File: src/rtl/snitch_hwloop_nest.sv
// Nested zero-overhead loop controller: the lowest-index loop that can still jump wins the fetch redirect.
// jump/target are combinational from pc; loop state moves only on retire, so stalls simply hold retire low.
module snitch_hwloop_nest #(
  parameter int unsigned N_LOOPS = 2,
  parameter int unsigned ADDR_W  = 32,
  parameter int unsigned CNT_W   = 16,
  localparam int unsigned IDX_W  = $clog2(N_LOOPS > 2 ? N_LOOPS : 2)
) (
  input  logic               clk_i,
  input  logic               rst_ni,
  input  logic               cfg_we_i,
  input  logic [IDX_W-1:0]   cfg_idx_i,
  input  logic [1:0]         cfg_sel_i,
  input  logic [ADDR_W-1:0]  cfg_wdata_i,
  output logic [ADDR_W-1:0]  cfg_rdata_o,
  input  logic [ADDR_W-1:0]  pc_i,
  input  logic               retire_i,
  input  logic               flush_i,
  output logic               jump_o,
  output logic [ADDR_W-1:0]  target_o,
  output logic [N_LOOPS-1:0] active_o,
  output logic               busy_o
);

  logic [ADDR_W-1:0]  start_q [N_LOOPS];
  logic [ADDR_W-1:0]  end_q   [N_LOOPS];
  logic [CNT_W-1:0]   cnt_q   [N_LOOPS];
  logic [CNT_W-1:0]   init_q  [N_LOOPS];
  logic [N_LOOPS-1:0] mode_q;

  logic [N_LOOPS-1:0] hit, jmp, exh;
  logic               found;

  // A loop is armed exactly when its counter is non-zero; no separate flag is kept.
  for (genvar g = 0; g < N_LOOPS; g++) begin : g_active
    assign active_o[g] = |cnt_q[g];
  end
  assign busy_o = |active_o;

  always_comb begin
    hit      = '0;
    jmp      = '0;
    exh      = '0;
    found    = 1'b0;
    jump_o   = 1'b0;
    target_o = '0;
    for (int k = 0; k < N_LOOPS; k++) begin
      hit[k] = active_o[k] && (pc_i == end_q[k]);
      if (hit[k] && !found) begin
        if (cnt_q[k] > CNT_W'(1)) begin
          jmp[k]   = 1'b1;
          found    = 1'b1;
          jump_o   = 1'b1;
          target_o = start_q[k];
        end else begin
          exh[k] = 1'b1;
        end
      end
    end
  end

  always_comb begin
    cfg_rdata_o = '0;
    for (int k = 0; k < N_LOOPS; k++) begin
      if (cfg_idx_i == IDX_W'(k)) begin
        case (cfg_sel_i)
          2'd0: cfg_rdata_o = start_q[k];
          2'd1: cfg_rdata_o = end_q[k];
          2'd2: cfg_rdata_o = ADDR_W'(cnt_q[k]);
          2'd3: cfg_rdata_o = ADDR_W'(mode_q[k]);
        endcase
      end
    end
  end

  always_ff @(posedge clk_i) begin
    if (!rst_ni) begin
      mode_q <= '0;
      for (int k = 0; k < N_LOOPS; k++) begin
        start_q[k] <= '0;
        end_q[k]   <= '0;
        cnt_q[k]   <= '0;
        init_q[k]  <= '0;
      end
    end else if (flush_i) begin
      for (int k = 0; k < N_LOOPS; k++) begin
        cnt_q[k] <= '0;
      end
    end else begin
      for (int k = 0; k < N_LOOPS; k++) begin
        if (retire_i && jmp[k]) begin
          cnt_q[k] <= cnt_q[k] - CNT_W'(1);
        end else if (retire_i && exh[k]) begin
          cnt_q[k] <= mode_q[k] ? init_q[k] : '0;
        end
        // Config write is ordered last so it overrides a same-cycle retire update.
        if (cfg_we_i && (cfg_idx_i == IDX_W'(k))) begin
          case (cfg_sel_i)
            2'd0: start_q[k] <= cfg_wdata_i;
            2'd1: end_q[k]   <= cfg_wdata_i;
            2'd2: begin
              cnt_q[k]  <= cfg_wdata_i[CNT_W-1:0];
              init_q[k] <= cfg_wdata_i[CNT_W-1:0];
            end
            2'd3: mode_q[k]  <= cfg_wdata_i[0];
          endcase
        end
      end
    end
  end

endmodule

File: config.mk
export PLATFORM = sky130hd
export DESIGN_NAME = snitch_hwloop_nest
export DESIGN_NICKNAME = d
export VERILOG_FILES = /design/src/rtl/snitch_hwloop_nest.sv
export SDC_FILE = /design/constraint.sdc
export NUM_CORES = 1
export LEC_CHECK = 0
export CORE_MARGIN = 2
export CORE_UTILIZATION = 45
export CTS_CLUSTER_DIAMETER = 80
export DETAILED_ROUTE_END_ITERATION = 16
export PLACE_DENSITY_LB_ADDON = 0.3
export REMOVE_ABC_BUFFERS = 1
export SYNTH_ARGS = -nofsm -noshare
export SYNTH_HDL_FRONTEND = slang
export SYNTH_SLANG_ARGS = --single-unit
File: constraint.sdc
create_clock -name clk_i -period 6.72 [get_ports clk_i]
set_input_delay 1.008 -clock clk_i [delete_from_list [all_inputs] [get_ports clk_i]]
set_output_delay 1.008 -clock clk_i [all_outputs]
set_load 0.005 [all_outputs]
==> results by group <==
Run status
  • Outcome: finished, final reports clean

Critical path
  • Crit path launch type: primary input
  • CP Capture Point: target_o[10]
  • Reg-to-reg setup timing slack: 3.22 ns
  • Start point of the critical path: pc_i[1]
  • Crit Reg-Reg Endpoint: cnt_q[1][12]
  • Kind of critical path: primary input to output port
  • CP Capture Type: output port
  • CP required: 5.71 ns
  • Worst flop-to-flop path startpoint: cnt_q[0][4]
  • Critical path arrival: 4.20 ns
  • Critical path fanouts, max: 19
  • Depth of the worst register-to-register path: 8

Power and ir drop
  • Power density over cell area: 226 nW/µm²
  • Leak pwr: 4.34 nW
  • VDD IR-drop max: 0.177 mV
  • Total power: 0.00286 W

Global routing
  • Pin count of the biggest net entering global routing: 54
  • Overflow after GRT: 0
  • GRT Resource Usage Total: 0.237
  • Initial antenna violation count: 0
  • Vias in the first global route: 7,083
  • Global-route wire length before repair: 42,500 µm

Place
  • Post-DP Area: 12,000 µm²
  • Hpwl dp: 19,600 µm
  • Final GP Congestion: 0.944
  • Buffers on Ports: 139

Finish
  • Diode count: 0
  • Design Area, Final: 12,600 µm²
  • Filler Cell Count: 1,882
  • Register Area: 5810 µm²
  • Multi-input gate area: 4360 µm²
  • Layout Nets: 1,028
  • Ratio of cells with drive above 1 in the final layout: 0.0975
  • Synth-to-layout area growth: 22.3%

Timing
  • Worst Tran Pin Value: 1.07 ns
  • Slew Limit Fails: 0
  • Clk_skew: 0.00987 ns
  • RSZ-0062 raised after global routing: false
  • Final Hold Vio Count: 0
  • Crit share post-route: 0.775
  • Setup-failing EPs final: 0
  • FMAX: 192 MHz
  • Total negative slack: 0 ns
  • Slew headroom: 0.286
  • Final min period: 5.21 ns

Yosys
  • Number of synthesized flops with an enable pin: 192
  • XOR/XNOR Fraction of Synth Area: 0.0754
  • Warnings, synthesis: 0
  • Synth cell types: 60
  • Simple-gate share of the synthesized area: 0.169
  • Largest family of logic cells by synthesized area: simple AND/OR/NAND/NOR gates
  • Syn avg cell area: 12.5 µm²
  • Post-synthesis mux area share: 0.0694
  • Synth Area in Compound Gates: 0.0954
  • Netlist Area Pre-Place: 10,300 µm²
  • Top FF cell, synth: edfxtp_1
  • Post-synthesis sequential area ratio: 0.562
  • Synth Area in Adders: 0.00605
  • Post-synth ARST share: 0
  • Post-Syn Instances: 829
  • Register bit total from synthesis: 194

Clock tree
  • TritonCTS clock tree: yes
  • Resized cells post-CTS: 0
  • H-tree Lvls: 4
  • Worst-path clk slew: 0.07 ns
  • Max clock buf depth: 2
  • Clock Latency Late Sink: 0.44 ns
  • CTS Buf Count: 17
  • Postcts setup bufs: 0
  • Root buf cell: clkbuf_16
  • Hold-fix buffers, CTS: 0
  • CTS Sinks: 194

Drt
  • Drt first pass iters: 5
  • DRC: 0
  • DR WL/cell: 22.7 µm
  • Detail Route Antenna Nets: 0
  • Initial DRC Count: 758
  • Vias: 7,374
  • Vias per cell: 5.90
  • WL final: 28,300 µm

Die
  • Rows: 55
  • Initial Util: 0.458
  • Boundary Pins: 140
  • Die area: 24,200 µm²
  • Core ar.: 22,600 µm²
  • Die height: 156 µm
  • Chip Width: 156 µm

Hold path
  • Hold Path Stages: 2
  • Critical hold path startpoint: init_q[0][19]
  • HP Class: flop to flop

Run
  • Max_cap viols: 0
==> worst min-delay path by stage <==
stage / slack [ns] / end
2_1_floorplan: 0.48 / mode_q[1]
3_3_place_gp: 0.53 / cnt_q[1][15]
6_report: 0.56 / cnt_q[1][3]
3_5_place_dp: 0.54 / cnt_q[1][15]
5_1_grt: 0.60 / cnt_q[1][3]
4_1_cts: 0.56 / cnt_q[1][15]
==> registers in the layout (all words and copies together), names as in the netlist <==
signal,count
start_q,64
init_q,32
mode_q,2
end_q,64
cnt_q,32
==> report_power, final <==
group | switching [W] | total [W] | leakage, nW | internal [W]
Combinational | 0.000179 | 0.000348 | 2.15 | 0.000169
Clock | 0.000460 | 0.00105 | 0.288 | 0.000592
Sequential | 0.0000563 | 0.00146 | 1.90 | 0.00140
Total | 0.000695 | 0.00286 | 4.34 | 0.00217
==> critical path, stage by stage <==
cell and delay [ns]:
clkdlybuf4s50_1 0.46, xor2_1 0.25, nor4_1 0.59, nand4_1 0.34, nand3b_2 0.39, nor3_4 0.18, buf_4 0.29, a22o_1 0.18
clkdlybuf4s50_1 0.50
==> routing by layer <==
layer,global-route usage,vias to the layer above,share of wire
li1,-,3387,-
met5,0,-,0
met2,0.387,332,0.48
met1,0.328,3622,0.43
met3,0.0431,33,0.072
met4,0.0668,0,0.020
==> cell families (layout without fill, tap and decap cells) <==
family                     after synthesis  in the layout
xor gates and xnor gates                89             89
adders and majority gates                5              5
AOI/OAI and AO/OA                      142            142
buffers and inverters                   56            191
and+or+nand+nor                        294            294
DFF                                    194            194
muxes                                   49             49
==> metrics by stage <==
stage / util / hold WS, ns / setup slack, ns / instances
finish: 0.560 / 0.564 / 1.51 / 1249
global route: 0.560 / 0.595 / 1.43 / 1249
CTS: 0.560 / 0.560 / 1.47 / 1249
detailed placement: 0.533 / 0.544 / 1.47 / 1217
global placement: 0.533 / 0.531 / 1.58 / 1217
floorplan: - / 0.481 / 2.31 / 777
==> cell usage after synthesis (all sizes together), types with 3 or more instances <==
cell / n / area [µm²]
a211oi: 15 / 113
nand4: 23 / 144
nor4: 21 / 183
a21oi: 30 / 150
mux4: 18 / 405
nand2: 32 / 128
nand3: 10 / 50.1
edfxtp: 192 / 5770
o31ai: 5 / 37.5
xnor2: 32 / 280
nor3: 12 / 87.6
inv: 4 / 15.0
nor2: 54 / 210
buf: 17 / 88.8
and2: 83 / 519
and3: 4 / 25.0
xor2: 57 / 499
or3: 21 / 136
or2: 3 / 18.8
a311oi: 4 / 35.0
o21ai: 19 / 95.1
a22oi: 15 / 113
a31oi: 12 / 75.1
a22o: 32 / 280
mux2i: 30 / 300
clkbuf: 35 / 131
ha: 5 / 62.6
nor2b: 17 / 106
==> placed cells by master (no fill, tap or decap), types with 17 or more instances in the layout <==
| cell | count |
|---|---|
| edfxtp_1 | 192 |
| clkdlybuf4s50_1 | 136 |
| and2_1 | 83 |
| xor2_1 | 57 |
| nor2_1 | 52 |
| a22o_1 | 32 |
| xnor2_1 | 32 |
| nand2_1 | 31 |
| mux2i_1 | 30 |
| a21oi_1 | 30 |
| nand4_1 | 23 |
| or3_1 | 20 |
| mux4_2 | 18 |
| nor4_1 | 17 |
| clkbuf_16 | 17 |
==> cell type report <==
type / instances / share of cell area
timing repair buffer: 155 / 0.118
sequential: 194 / 0.459
multi-input combinational: 579 / 0.345
clock buffer: 18 / 0.0340
clock inverter: 14 / 0.0140
inverter: 4 / 0.00119
tap: 285 / 0.0282
No activity file was read; power rests on OpenSTA's default activity.
